--- config.mk ---
export PLATFORM = sky130hd
export DESIGN_NAME = trdb_trace_ctrl
export DESIGN_NICKNAME = d
export VERILOG_FILES = /design/src/rtl/trdb_trace_ctrl.sv
export SDC_FILE = /design/constraint.sdc
export NUM_CORES = 1
export LEC_CHECK = 0
export ABC_CLOCK_PERIOD_IN_PS = 3800
export CORE_ASPECT_RATIO = 1.5
export CORE_MARGIN = 1
export CORE_UTILIZATION = 38
export CTS_BUF_LIST = sky130_fd_sc_hd__clkbuf_16
export CTS_CLUSTER_SIZE = 16
export DETAILED_ROUTE_END_ITERATION = 10
export PLACE_DENSITY = 0.87
export SETUP_SLACK_MARGIN = 0.2
export SLEW_MARGIN = 20
export SYNTH_ARGS = -nofsm -noshare
export SYNTH_HDL_FRONTEND = slang
export SYNTH_SLANG_ARGS = --single-unit
--- constraint.sdc ---
create_clock -name clk_i -period 3.8 [get_ports clk_i]
set_clock_uncertainty 0.05 [all_clocks]
set_input_delay 1.14 -clock clk_i [delete_from_list [all_inputs] [get_ports clk_i]]
set_output_delay 1.14 -clock clk_i [all_outputs]
set_load 0.005 [all_outputs]
--- src/rtl/trdb_trace_ctrl.sv ---
// Trace qualification sequencer: evaluates privilege/address-range filters on each
// retired instruction and walks IDLE -> ARMED -> TRACING -> FLUSH, producing the
// per-instruction qualification, window-start pulse, flush handshake and stop request.
module trdb_trace_ctrl #(
  parameter int unsigned XLEN          = 32,
  parameter int unsigned FLUSH_TIMEOUT = 16,
  parameter int unsigned CNT_W         = $clog2(FLUSH_TIMEOUT + 1)
) (
  input  logic            clk_i,
  input  logic            rst_i,
  input  logic            trace_activated_i,
  input  logic            apply_filters_i,
  input  logic            trace_selected_priv_i,
  input  logic [1:0]      which_priv_i,
  input  logic [1:0]      priv_lvl_i,
  input  logic            trace_range_event_i,
  input  logic            trace_stop_event_i,
  input  logic [XLEN-1:0] trace_lower_addr_i,
  input  logic [XLEN-1:0] trace_higher_addr_i,
  input  logic [XLEN-1:0] iaddr_i,
  input  logic            valid_i,
  input  logic            flush_done_i,
  output logic            trace_qualified_o,
  output logic            first_qualified_o,
  output logic            flush_req_o,
  output logic            trace_req_deactivate_o,
  output logic            flush_timeout_o,
  output logic            trace_range_match_o,
  output logic            trace_priv_match_o
);

  localparam logic [1:0] StIdle    = 2'd0;
  localparam logic [1:0] StArmed   = 2'd1;
  localparam logic [1:0] StTracing = 2'd2;
  localparam logic [1:0] StFlush   = 2'd3;

  localparam logic [CNT_W-1:0] CntLast = CNT_W'(FLUSH_TIMEOUT - 1);
  localparam logic [CNT_W-1:0] CntOne  = CNT_W'(1);

  logic [1:0]       state_q, state_d;
  logic [CNT_W-1:0] cnt_q, cnt_d;
  logic             stop_lock_q, stop_lock_d;
  logic             qual_q, qual_d;
  logic             first_q, first_d;
  logic             deact_q, deact_d;
  logic             timeout;

  logic range_match;
  logic priv_ok;
  logic qual;
  logic stop_hit;
  logic cnt_last;

  // Filter evaluation; an inverted range (lower > higher) can never satisfy both bounds.
  always_comb begin
    range_match = (trace_lower_addr_i <= iaddr_i) && (iaddr_i <= trace_higher_addr_i);
    priv_ok     = ~trace_selected_priv_i | (priv_lvl_i == which_priv_i);
    qual        = ~apply_filters_i | ((~trace_range_event_i | range_match) & priv_ok);
    stop_hit    = apply_filters_i & trace_stop_event_i & valid_i &
                  (iaddr_i == trace_higher_addr_i);
    cnt_last    = (cnt_q == CntLast);
  end

  // Activation state machine and next-state for the registered outputs.
  always_comb begin
    state_d     = state_q;
    cnt_d       = cnt_q;
    stop_lock_d = stop_lock_q;
    qual_d      = 1'b0;
    first_d     = 1'b0;
    deact_d     = 1'b0;
    timeout     = 1'b0;
    case (state_q)
      StIdle: begin
        if (trace_activated_i && !stop_lock_q) begin
          state_d = StArmed;
        end
        // Lock only releases once software has really dropped activation.
        if (!trace_activated_i) begin
          stop_lock_d = 1'b0;
        end
      end
      StArmed: begin
        if (!trace_activated_i) begin
          state_d = StIdle;
        end else if (valid_i && qual) begin
          state_d = StTracing;
          qual_d  = 1'b1;
          first_d = 1'b1;
        end
      end
      StTracing: begin
        if (!trace_activated_i) begin
          state_d = StFlush;
          qual_d  = valid_i & qual;
        end else if (stop_hit) begin
          // The stop instruction itself is still traced.
          state_d     = StFlush;
          qual_d      = 1'b1;
          deact_d     = 1'b1;
          stop_lock_d = 1'b1;
        end else if (valid_i && !qual) begin
          state_d = StFlush;
        end else begin
          qual_d = valid_i;
        end
      end
      StFlush: begin
        if (flush_done_i || cnt_last) begin
          timeout = ~flush_done_i;
          cnt_d   = '0;
          state_d = (trace_activated_i && !stop_lock_q) ? StArmed : StIdle;
        end else begin
          cnt_d = cnt_q + CntOne;
        end
      end
      default: begin
        state_d = StIdle;
        cnt_d   = '0;
      end
    endcase
  end

  // State and registered outputs, asynchronously cleared.
  always_ff @(posedge clk_i or posedge rst_i) begin
    if (rst_i) begin
      state_q     <= StIdle;
      cnt_q       <= '0;
      stop_lock_q <= 1'b0;
      qual_q      <= 1'b0;
      first_q     <= 1'b0;
      deact_q     <= 1'b0;
    end else begin
      state_q     <= state_d;
      cnt_q       <= cnt_d;
      stop_lock_q <= stop_lock_d;
      qual_q      <= qual_d;
      first_q     <= first_d;
      deact_q     <= deact_d;
    end
  end

  // Output drive; the combinational matches are forced low while reset is held.
  always_comb begin
    trace_qualified_o      = qual_q;
    first_qualified_o      = first_q;
    trace_req_deactivate_o = deact_q;
    flush_req_o            = (state_q == StFlush);
    flush_timeout_o        = timeout;
    trace_range_match_o    = range_match & ~rst_i;
    trace_priv_match_o     = priv_ok & ~rst_i;
  end

endmodule

## Yosys cells after proc, flatten, opt, wreduce, memory -nomap -nowiden

Cells that the tools add are included.

| word-level totals | value |
|---|---|
| bits in registers | 11 |
| input bits | 109 |
| word-level logic and storage cells | 74 |
| output and inout bits | 7 |

| operators by class | value |
|---|---|
| reduce and logical (&&, ||, !) cells | 11 |
| $add $sub $neg | 1 |
| order comparisons | 2 |
| equal/unequal tests | 13 |
| multiplexer cells | 26 |
| bitwise operators | 15 |

Operators by type and width:

| kind | number |
|---|---|
| 32-bit <= comparator | 2 |
| 32-bit equality test | 1 |
| 1-bit 2-to-1 mux | 15 |
| 2-bit 2-to-1 mux | 7 |
| 2-bit != test (second input constant) | 4 |
| 2-bit one-hot mux with 4 select lines | 1 |
| 4-bit AND reduction | 2 |
| 1-bit AND | 7 |
| 5-bit by 1-bit adder with 5-bit output (second input constant) | 1 |
| 5-bit by 4-bit equality test with 1-bit output (second input constant) | 1 |
| 5-bit 2-to-1 mux | 1 |
| 1-bit NOT | 5 |
| 2-bit equality test (second input constant) | 2 |
| 1-bit logical AND | 4 |
| 4-bit != test (second input constant) | 1 |
| 1-bit one-hot mux with 2 select lines | 2 |
| 3-bit != test (second input constant) | 1 |
| 1-bit OR | 3 |
| 2-bit by 1-bit equality test with 1-bit output (second input constant) | 1 |
| 2-bit equality test | 1 |
| 1-bit logical NOT | 2 |
| 2-bit logical NOT | 1 |
| 2-bit by 1-bit != test with 1-bit output (second input constant) | 1 |
| 2-bit nonzero test | 1 |
| 1-bit logical OR | 1 |

## Longest topological paths before layout

Gate-level depths: netlist of the first run.

| logic depth | value |
|---|---|
| depth in word-level cells | 11 |
| depth in mapped cells | 10 |
| mapped depth without buffers | 10 |

## Worst setup path after synthesis of the first run

No wires, ideal clock.

| timing path | value |
|---|---|
| path type | input to output |
| start | input trace_higher_addr_i[14] |
| end | output trace_range_match_o |
| setup slack | -96 ps |
| data required time | 2610 ps |
| path buffers | 0 |
| arrival time | 2706 ps |
| stages on the path | 8 |
| cell sequence | inv_1 ha_1 a21oi_1 nand2_1 a221o_1 or3_4 a21oi_4 and3_2 |

| between the ends | value |
|---|---|
| cells in the longest elaborated chain, start to end | 3 |

Ends and longest elaborated chain:

| what | line | text |
|---|---|---|
| start: declaration | 19 | `input logic [XLEN-1:0] trace_higher_addr_i,` |
| 32-bit <= comparator | 56 | `range_match = (trace_lower_addr_i <= iaddr_i) && (iaddr_i <= trace_higher_addr_i);` |
| 1-bit logical AND | 56 |  |
| 1-bit AND | 150 | `trace_range_match_o = range_match & ~rst_i;` |
| end: declaration | 28 | `output logic trace_range_match_o,` |

No other way between the ends.

## Final worst setup path of the first run

| timing path | value |
|---|---|
| start | input iaddr_i[4] |
| end | output trace_range_match_o |

| between the ends | value |
|---|---|
| cells in the longest elaborated chain, start to end | 3 |
| elaborated cells on any way between the ends | 4 |
| classes of those cells | 2 x order compare; 1 x bitwise; 1 x reduce/logical |

Ends and longest elaborated chain:

| what | line | text |
|---|---|---|
| start: declaration | 20 | `input logic [XLEN-1:0] iaddr_i,` |
| 32-bit <= comparator | 56 |  |
| 1-bit logical AND * | 56 |  |
| 1-bit AND * | 150 |  |

Mark *: on every way between the ends. The rest lies on a longest branch, timed or not.

==> results of run 1 <==
==> placed cells by master (no fill, tap or decap), types with 17 or more instances in the layout <==
cell / count
ha_4: 54
nand2_1: 23
buf_2: 28
clkdlybuf4s50_1: 17
buf_4: 39
a21oi_1: 22
clkdlybuf4s15_1: 28
inv_2: 44
inv_1: 28
dlygate4sd2_1: 22
==> worst reg2reg max path: cells and delay by family (launching register included) <==
family / cells / cell delay [ns]
adder cells (fa/ha/maj): 2 / 0.43
AND/OR/NAND/NOR: 3 / 0.75
multiplexers: 1 / 0.32
flip-flops: 1 / 0.40
AO/OA/AOI/OAI: 2 / 0.31
==> stage by stage <==
step	utilization	setup TNS, ns	total power (uW)
after floorplan	-	-0.0309	467
after global placement	0.668	-1.37	694
after detailed placement	0.668	-1.69	723
after CTS	0.738	-0.350	956
after global routing	0.757	-0.430	1060
final	0.757	-0.385	994
==> kinds of logic (layout without fill, tap and decap cells) <==
logic type / after synthesis / count (layout) / synth area share
other cells: 0 / 1 / 0
compound gates: 67 / 67 / 0.187
fa+ha+maj: 70 / 70 / 0.357
simple gates: 83 / 83 / 0.213
mux: 2 / 2 / 0.0102
flops: 11 / 11 / 0.112
xor+xnor: 2 / 2 / 0.00715
buf+inv: 74 / 233 / 0.113
==> state kept, by name, summed over array words and instances (netlist names), named ones only <==
signal / count
state_q: 1
stop_lock_q: 1
cnt_q: 5
trace_qualified_o: 1
first_qualified_o: 1
trace_req_deactivate_o: 1
==> layout make-up <==
class	instances	area, um^2
repair buffers	155	1250
clock buffers	3	75.1
fillers	401	1500
inverters	74	295
clock inverters	1	3.75
flip-flops and latches	11	275
multi-input cells	224	2680
well taps	74	92.6
diodes	1	2.50
==> worst paths after layout <==
path,to,slack [ns],cells after the start
max in group asynchronous,cnt_q[4],2.30,3
worst min register to register,cnt_q[3],0.43,1
worst max register to register,flip-flop,1.43,8
min in group asynchronous,trace_qualified_o,1.25,3
worst min-delay path,cnt_q[3],0.43,1
worst max-delay path,trace_range_match_o,-0.39,10
==> metal layers <==
layer  routed length [um]  global-route usage
met1                 2950               0.242
met2                 5300               0.517
met3                  371              0.0330
met4                  520               0.170
met5                    0                   0
==> repair_timing <==
| item | CTS | global route |
|---|---|---|
| setup buffers | 9 | 4 |
| pin swaps | 79 | 31 |
| hold buffers | 0 | 0 |
| setup endpoints to repair | 5 | 1 |
| resized for setup | 288 | 66 |
==> power breakdown <==
| part | internal (uW) | total [uW] | switching, uW |
|---|---|---|---|
| logic | 329 | 623 | 294 |
| clock network | 138 | 193 | 54.6 |
| registers | 150 | 178 | 27.8 |
==> results.txt, run 1 <==
first-pass GRT wire length: 13800 um
EDFF count, synth: 0
Crit Path Max Fanout: 3
GP Congestion: 0.863
status: complete, but fails checks
Least-Margin Pin Slew: 0.541 ns
layout cell share with drive strength beyond 1: 0.485
routed vias: 2988
die height: 100 um
Die ar.: 6780 um^2
# setup viols final: 1
Cell Area, Synth: 2450 um^2
# rows: 35
Min-Delay Path Class: flip-flop to flip-flop
asr flop ratio synth: 1.00
Clk Latency, worst-skew pair: 0.24 ns
maxcap violations: 0
design area: 4680 um^2
final worst slack: -0.385 ns
Die X: 67.6 um
initial antenna violation count: 0
Max transition margin: 0.639
worst hold margin: 0.433 ns
Overflow after GRT: 0
Worst Path Required: 2.61 ns
area delta synth->final: 90.8%
count leader, synth: inv_1
Pre-Repair DR Iteration Count: 4
Setup CP Type: input pin to output pin
Crit path largest cell delay: 0.48 ns
overall routed net length: 9150 um
Post-DP Area: 4120 um^2
CTS sink cnt: 11
CTS tree: done
PwrDens: 213 nW/um^2
Place WS: -1.22 ns
First DRT Iteration DRCs: 112
Buffers & Inverters on Critical Path: 3
Post-DRT Antenna Nets: 0
Post-Place Cells: 525
fin crit share: 1.10
Final Slew Violations: 0
Mapped Nets: 488
post-DP HPWL: 6770 um
Achievable Freq: 0.239 GHz
Slowest-stage cell, CP: or4_4
post-DR wirelength/cell: 16.8 um
Syn Area/Cell: 7.93 um^2
CTS max path bufs: 2
initial core utilization: 0.397
Pleak: 0.00214 uW
HP Start: cnt_q[3]
Synth cell types: 47
Final Critical Period: 4.19 ns
Vias/cell: 5.50
Worst setup EP type: output pin
number of global-route vias before repair: 3221
Synth Instances: 309
Crit path max-delay family: simple AND/OR/NAND/NOR gates
#FFs+latches synth: 11
Hold Violations, Final: 0
crit path launch type: input pin
Reg-to-Reg Start: cnt_q[0]
root buf cell: clkbuf_16
htree depth: 1
Yosys Warn Count: 0
RSZ-0062 raised after global routing: yes
Synth area leaders: ha_1, inv_1, dfrtp_1
top post-synthesis cells by count: inv_1, ha_1, a21oi_1
NumNets Final: 648
Crit. Startpoint: iaddr_i[4]
area of the core: 6170 um^2
cell taking the most area after synthesis: ha_1
Max IR drop VDD: 0.000173 V
share of the synthesized area in the top cell type: 0.357
largest net degree at the start of global routing: 12
clk slew on worst S/H paths: 0.04 ns
post-route insts no fill: 543
PortBufs: 115
CTS Buf Count: 3
crit path cell chain: clkdlybuf4s15_2 -> inv_1 -> ha_1 -> nand4_1 -> or4_4 -> nand2_4 -> a21oi_4 -> a211oi_4 -> and3_4 -> buf_6
Total GRT Usage: 0.266
# IOs: 116
failing checks: setup timing
critical path data arrival time: 3.00 ns
share of the yosys chip area belonging to registers: 0.112
top_reg_cell synth: dfrtp_1
drt drc: 0
Note: power is estimated with default switching activity, not from simulation.
==> run 2, diff against run 1 <==
--- a/config.mk
+++ b/config.mk
@@ -5,14 +5,14 @@
 export SDC_FILE = /design/constraint.sdc
 export NUM_CORES = 1
 export LEC_CHECK = 0
-export ABC_CLOCK_PERIOD_IN_PS = 3800
+export ABC_CLOCK_PERIOD_IN_PS = 4880
 export CORE_ASPECT_RATIO = 1.5
 export CORE_MARGIN = 1
-export CORE_UTILIZATION = 38
+export CORE_UTILIZATION = 40
 export CTS_BUF_LIST = sky130_fd_sc_hd__clkbuf_16
 export CTS_CLUSTER_SIZE = 16
 export DETAILED_ROUTE_END_ITERATION = 10
-export PLACE_DENSITY = 0.87
+export PLACE_DENSITY = 0.88
 export SETUP_SLACK_MARGIN = 0.2
 export SLEW_MARGIN = 20
 export SYNTH_ARGS = -nofsm -noshare
==> constraint.sdc (replaced) <==
create_clock -name clk_i -period 4.88 [get_ports clk_i]
set_clock_uncertainty 0.05 [all_clocks]
set_input_delay 1.464 -clock clk_i [delete_from_list [all_inputs] [get_ports clk_i]]
set_output_delay 1.464 -clock clk_i [all_outputs]
set_load 0.005 [all_outputs]
==> results.txt, run 2 (synthesis gave the netlist of run 1 again) <==
CTS tree: done
register area: 275 um^2 (unchanged)
CTS Buf Count: 3 (unchanged)
area occupied by multi-input gates: 2550 um^2 (-4.7%)
first-pass GRT wire length: 15200 um (+10%)
CTS sink cnt: 11 (unchanged)
PortBufs: 115 (unchanged)
Hold Violations, Final: 0 (unchanged)
HP Start: cnt_q[3]
htree depth: 1 (unchanged)
drt drc: 0 (unchanged)
NumNets Final: 649 (+0.15%)
diode count: 0 (-1)
# rows: 34 (-2.9%)
Post-DP Area: 3850 um^2 (-6.6%)
initial core utilization: 0.418 (+0.0206)
most frequent cells in the layout: inv_2, ha_4, buf_4
initial antenna violation count: 0 (unchanged)
Setup CP Type: input pin to output pin
Crit Path Max Fanout: 3 (unchanged)
Fillers: 388 (-3.2%)
post-DP HPWL: 6550 um (-3.3%)
number of global-route vias before repair: 3342 (+3.8%)
Max transition margin: 0.641 (+0.00272)
crit path launch type: input pin
Overflow after GRT: 0 (unchanged)
Post-DRT Antenna Nets: 0 (unchanged)
layout cell share with drive strength beyond 1: 0.480 (-0.00530)
clk slew on worst S/H paths: 0.05 ns (about the same)
Worst setup EP type: output pin
Achievable Freq: 0.207 GHz
# IOs: 116 (unchanged)
First DRT Iteration DRCs: 152 (+36%)
Final Slew Violations: 0 (unchanged)
Post-Place Cells: 517 (-1.5%)
status: completed
final worst slack: 0.0397 ns (+0.425 ns)
Least-Margin Pin Slew: 0.537 ns (-0.00406 ns)
fin crit share: 0.992
largest net degree at the start of global routing: 12 (unchanged)
Pleak: 0.00215 uW (+0.58%)
Total GRT Usage: 0.307 (+0.0417)
number of flip-flops in the largest register: 5 (unchanged)
critical path data arrival time: 3.33 ns (+0.33 ns)
die height: 97.9 um (-2.5%)
GP Congestion: 0.850 (-1.5%)
post-DR wirelength/cell: 18.6 um (+10%)
area delta synth->final: 85.7%
Final Critical Period: 4.84 ns
overall routed net length: 10000 um (+9.7%)
Min-Delay Path Class: flip-flop to flip-flop
Max IR drop VDD: 0.000108 V (-38%)
Worst Path Required: 3.37 ns (+0.76 ns)
RSZ-0062 raised after global routing: yes
register with the most flip-flops: cnt_q
Die ar.: 6450 um^2 (-4.9%)
Place WS: -0.719 ns (+0.498 ns)
post-route insts no fill: 541 (-0.37%)
Pre-Repair DR Iteration Count: 4 (unchanged)
Die X: 65.9 um (-2.5%)
design area: 4550 um^2 (-2.7%)
CTS max path bufs: 2 (unchanged)
Crit. Startpoint: trace_higher_addr_i[19]
root buf cell: clkbuf_16
commonest non-fill, non-tap cell in the layout: inv_2
Reg-to-Reg Start: cnt_q[0]
Clk Latency, worst-skew pair: 0.25 ns (about the same)
maxcap violations: 0 (unchanged)
routed vias: 3046 (+1.9%)
PwrDens: 172 nW/um^2 (-19%)
area of the core: 5870 um^2 (-4.9%)
# setup viols final: 0 (-1)
Vias/cell: 5.63 (+2.3%)
-- run 2: timing repair --
item | 4_1_cts | 5_1_grt
pin swaps | 93 | 19
hold buffers | 0 | 0
setup endpoints to repair | 1 | 2
buffers inserted | 17 | 3
gates resized for setup | 405 | 17
-- run 2: path summary, 6_finish.rpt --
kind / to / slack [ns] / cells after the start
setup / recovery: trace_range_match_o / 0.04 / 10
hold / removal: cnt_q[3] / 0.44 / 1
setup reg to reg: flip-flop / 2.54 / 8
hold reg to reg: cnt_q[3] / 0.44 / 1
max in group asynchronous: stop_lock_q / 3.07 / 3
min in group asynchronous: state_q[0] / 1.55 / 3
-- run 2: critical path, cell delays in order --
cell           delay [ns]
dlygate4sd2_1        0.24
inv_2                0.06
ha_4                 0.21
a21oi_1              0.22
o21ai_1              0.15
a221oi_4             0.37
nor4_4               0.09
a211oi_4             0.22
and3_4               0.22
buf_6                0.09
-- run 2: stage by stage --
step / util / TNS [ns] / hold WS (ns) / total power, uW
after global placement: 0.656 / -0.659 / 0.418 / 515
after detailed placement: 0.656 / -0.719 / 0.433 / 534
after global routing: 0.775 / -0.0661 / 0.474 / 830
final: 0.775 / 0 / 0.442 / 781
after CTS: 0.768 / 0 / 0.438 / 747
after floorplan: - / 0 / 0.399 / 352
-- run 2: power breakdown --
part	total (uW)	switching, uW	leakage, uW	internal [uW]
registers	140	22.9	0.000148	117
logic	487	232	0.00196	255
clock network	154	44.9	0.0000409	109
total	781	300	0.00215	481
-- run 2: area by class of cell --
type | count | area share
clock buffers | 3 | 0.0165
clock inverters | 1 | 0.00110
inverters | 74 | 0.0616
multi-input cells | 224 | 0.561
flip-flops and latches | 11 | 0.0605
well taps | 72 | 0.0198
repair buffers | 156 | 0.279
-- run 2: metal layers --
metal,part of all wire,GRT usage,vias up
met3,0.041,0.0479,63
met2,0.55,0.584,137
li1,-,-,1422
met4,0.072,0.217,0
met1,0.34,0.279,1424
met5,0,0,-
==> variant (config.mk and constraints of run 1) <==
Register the input `trace_higher_addr_i` before use, with the module's reset. The logic sees it one clock later. The other inputs are not delayed to match.
--- a/src/rtl/trdb_trace_ctrl.sv
+++ b/src/rtl/trdb_trace_ctrl.sv
@@ -37,6 +37,16 @@
   localparam logic [CNT_W-1:0] CntLast = CNT_W'(FLUSH_TIMEOUT - 1);
   localparam logic [CNT_W-1:0] CntOne  = CNT_W'(1);
 
+  logic [XLEN-1:0] trace_higher_addr_q;
+
+  always_ff @(posedge clk_i or posedge rst_i) begin
+    if (rst_i) begin
+      trace_higher_addr_q <= '0;
+    end else begin
+      trace_higher_addr_q <= trace_higher_addr_i;
+    end
+  end
+
   logic [1:0]       state_q, state_d;
   logic [CNT_W-1:0] cnt_q, cnt_d;
   logic             stop_lock_q, stop_lock_d;
@@ -53,11 +63,11 @@
 
   // Filter evaluation; an inverted range (lower > higher) can never satisfy both bounds.
   always_comb begin
-    range_match = (trace_lower_addr_i <= iaddr_i) && (iaddr_i <= trace_higher_addr_i);
+    range_match = (trace_lower_addr_i <= iaddr_i) && (iaddr_i <= trace_higher_addr_q);
     priv_ok     = ~trace_selected_priv_i | (priv_lvl_i == which_priv_i);
     qual        = ~apply_filters_i | ((~trace_range_event_i | range_match) & priv_ok);
     stop_hit    = apply_filters_i & trace_stop_event_i & valid_i &
-                  (iaddr_i == trace_higher_addr_i);
+                  (iaddr_i == trace_higher_addr_q);
     cnt_last    = (cnt_q == CntLast);
   end
 
Behaviour: not the same (Yosys sat finds a counterexample within 4 cycles, from zero or initial values and one cycle with rst_i high).
==> variant against run 1 <==
The run still ends with negative setup slack left. Design area increased by 13%. Sequential cell count increased by 32. Worst hold slack improved by 0.013 ns. Total power increased by 62%. Critical path depth decreased by 1. Synthesized area increased by 33%. Worst setup slack improved by 0.042 ns. Wire length decreased by 0.85%. Register-to-register slack got worse by 0.36 ns.
==> variant: results (changes against run 1) <==
sta:
  fin_tns_setup_ns: -0.3430  # +0.04230 ns
  setup_slack_ns: -0.3430  # +0.04230 ns
  setup_violations: 1  # unchanged
  whs_ns: 0.4468  # +0.01342 ns
  worst_pin_slew_ns: 0.6602  # +0.1193 ns
finish:
  fillers: 653  # +63%
  nNetsFinal: 680  # +4.9%
  antennaDiodeCount: 0  # -1
route:
  drt_pass1_iterations: 6  # +2
  avgViaCountPerCell: 5.062  # -8.0%
  dr.first_iter.drc_count: 73  # -35%
  wl_met2_mm: 5.144  # -3.0%
  wl_per_cell_um: 14.89  # -12%
  drt-met1-wl_mm: 3.241  # +9.8%
  wl_met3_um: 417  # +12%
yosys:
  synth_compound_area_frac: 0.1408  # -0.04601
  synth_xor_area_frac: 0.005387  # -0.001760
  synth_nets: 520  # +6.6%
  ys_top_cells_by_count: "inv_1, ha_1, dfrtp_1"
  yosysSeqAreaShare: 0.3309  # +0.2186
  synth_area_leaders: "dfrtp_1, ha_1, inv_1, a21oi_1, nand2_1"
  synth_mux_area_frac: 0.007695  # -0.002514
setup_path:
  r2r_setup_slack_ns: 1.07  # -0.36 ns
  arrival_ns: 2.95  # -0.05 ns
  slowest_stage: "nor4_4"
  regToRegStartpoint: "trace_higher_addr_q[14]$_DFF_PP0_"
  slowest_delay_ns: 0.36  # -0.12 ns
  reg2regPathDepth: 11  # +3
grt:
  grt_use_met1: 0.2033  # -0.03833
  track_usage: 0.2110  # -0.05467
  grt_max_degree: 44  # +32
  use_met3: 0.04206  # +0.009109
  grtUsageMet2: 0.4248  # -0.09236
  grt_pass1_vias: 3353  # +4.1%
power:
  leakagePower_nw: 2.536  # +19%
  vdd_ir_drop_max_v: 0.0002413  # +39%
clocking:
  clkTransAtPathRegs_ns: 0.06  # +0.02 ns
  ctsHtreeMaxLevel: 2  # +1
  cts_buffers: 5  # +2
  clk_latency_ns: 0.29  # +0.05 ns
run_status:
  violations: "negative setup slack"
  status: "complete, but fails checks"
place:
  place_hpwl_mm: 7.206  # +6.4%
  gp_congestion: 0.8542  # -1.0%
floorplanning:
  rows: 41  # +17%
hold_path:
  holdCritPathClass: "reg -> reg"
==> variant: cell type report <==
cell class	instances	share of cell area
Tap cell	107	0.02540
Sequential cell	43	0.2042
Clock buffer	5	0.02374
Inverter	74	0.05271
Clock inverter	3	0.008310
Timing Repair Buffer	153	0.2369
Multi-Input combinational cell	224	0.4487
==> variant: logic make-up (layout without fill, tap and decap cells) <==
family	Yosys count	in the layout
AO/OA/AOI/OAI	67	67
XOR/XNOR	2	2
adder cells (fa/ha/maj)	70	70
buffers and inverters	74	235
flip-flops	43	43
multiplexers	2	2
AND/OR/NAND/NOR	83	83
==> variant: worst max path at each step <==
stage / start / to / depth (start not counted)
6_report: iaddr_i[11] / trace_range_match_o / 9
4_1_cts: iaddr_i[1] / trace_range_match_o / 10
3_5_place_dp: iaddr_i[9] / trace_range_match_o / 10
3_3_place_gp: iaddr_i[9] / trace_range_match_o / 10
2_1_floorplan: iaddr_i[22] / trace_range_match_o / 7
5_1_grt: iaddr_i[3] / trace_range_match_o / 10
==> variant: what timing repair did <==
| action | 4_1_cts | 5_1_grt |
|---|---|---|
| endpoints found under the setup margin | 3 | 1 |
| pin swaps | 62 | 11 |
| gates cloned | 0 | 0 |
| buffers inserted | 12 | 0 |
| resized for setup | 295 | 3 |
==> variant: through the flow <==
stage | cell area, um^2 | setup slack, ns | cells
after floorplan | 3381 | -0.01536 | 341
after CTS | 5258 | -0.3037 | 609
after global placement | 4861 | -1.222 | 589
after global routing | 5270 | -0.4033 | 609
final | 5270 | -0.3430 | 609
after detailed placement | 4861 | -1.232 | 589
==> variant: where the power goes <==
part / switching, mW / internal, mW / leakage (nW)
Combinational: 0.271 / 0.308 / 1.93
Clock: 0.179 / 0.310 / 0.0838
Sequential: 0.0318 / 0.507 / 0.521
Total: 0.482 / 1.12 / 2.54
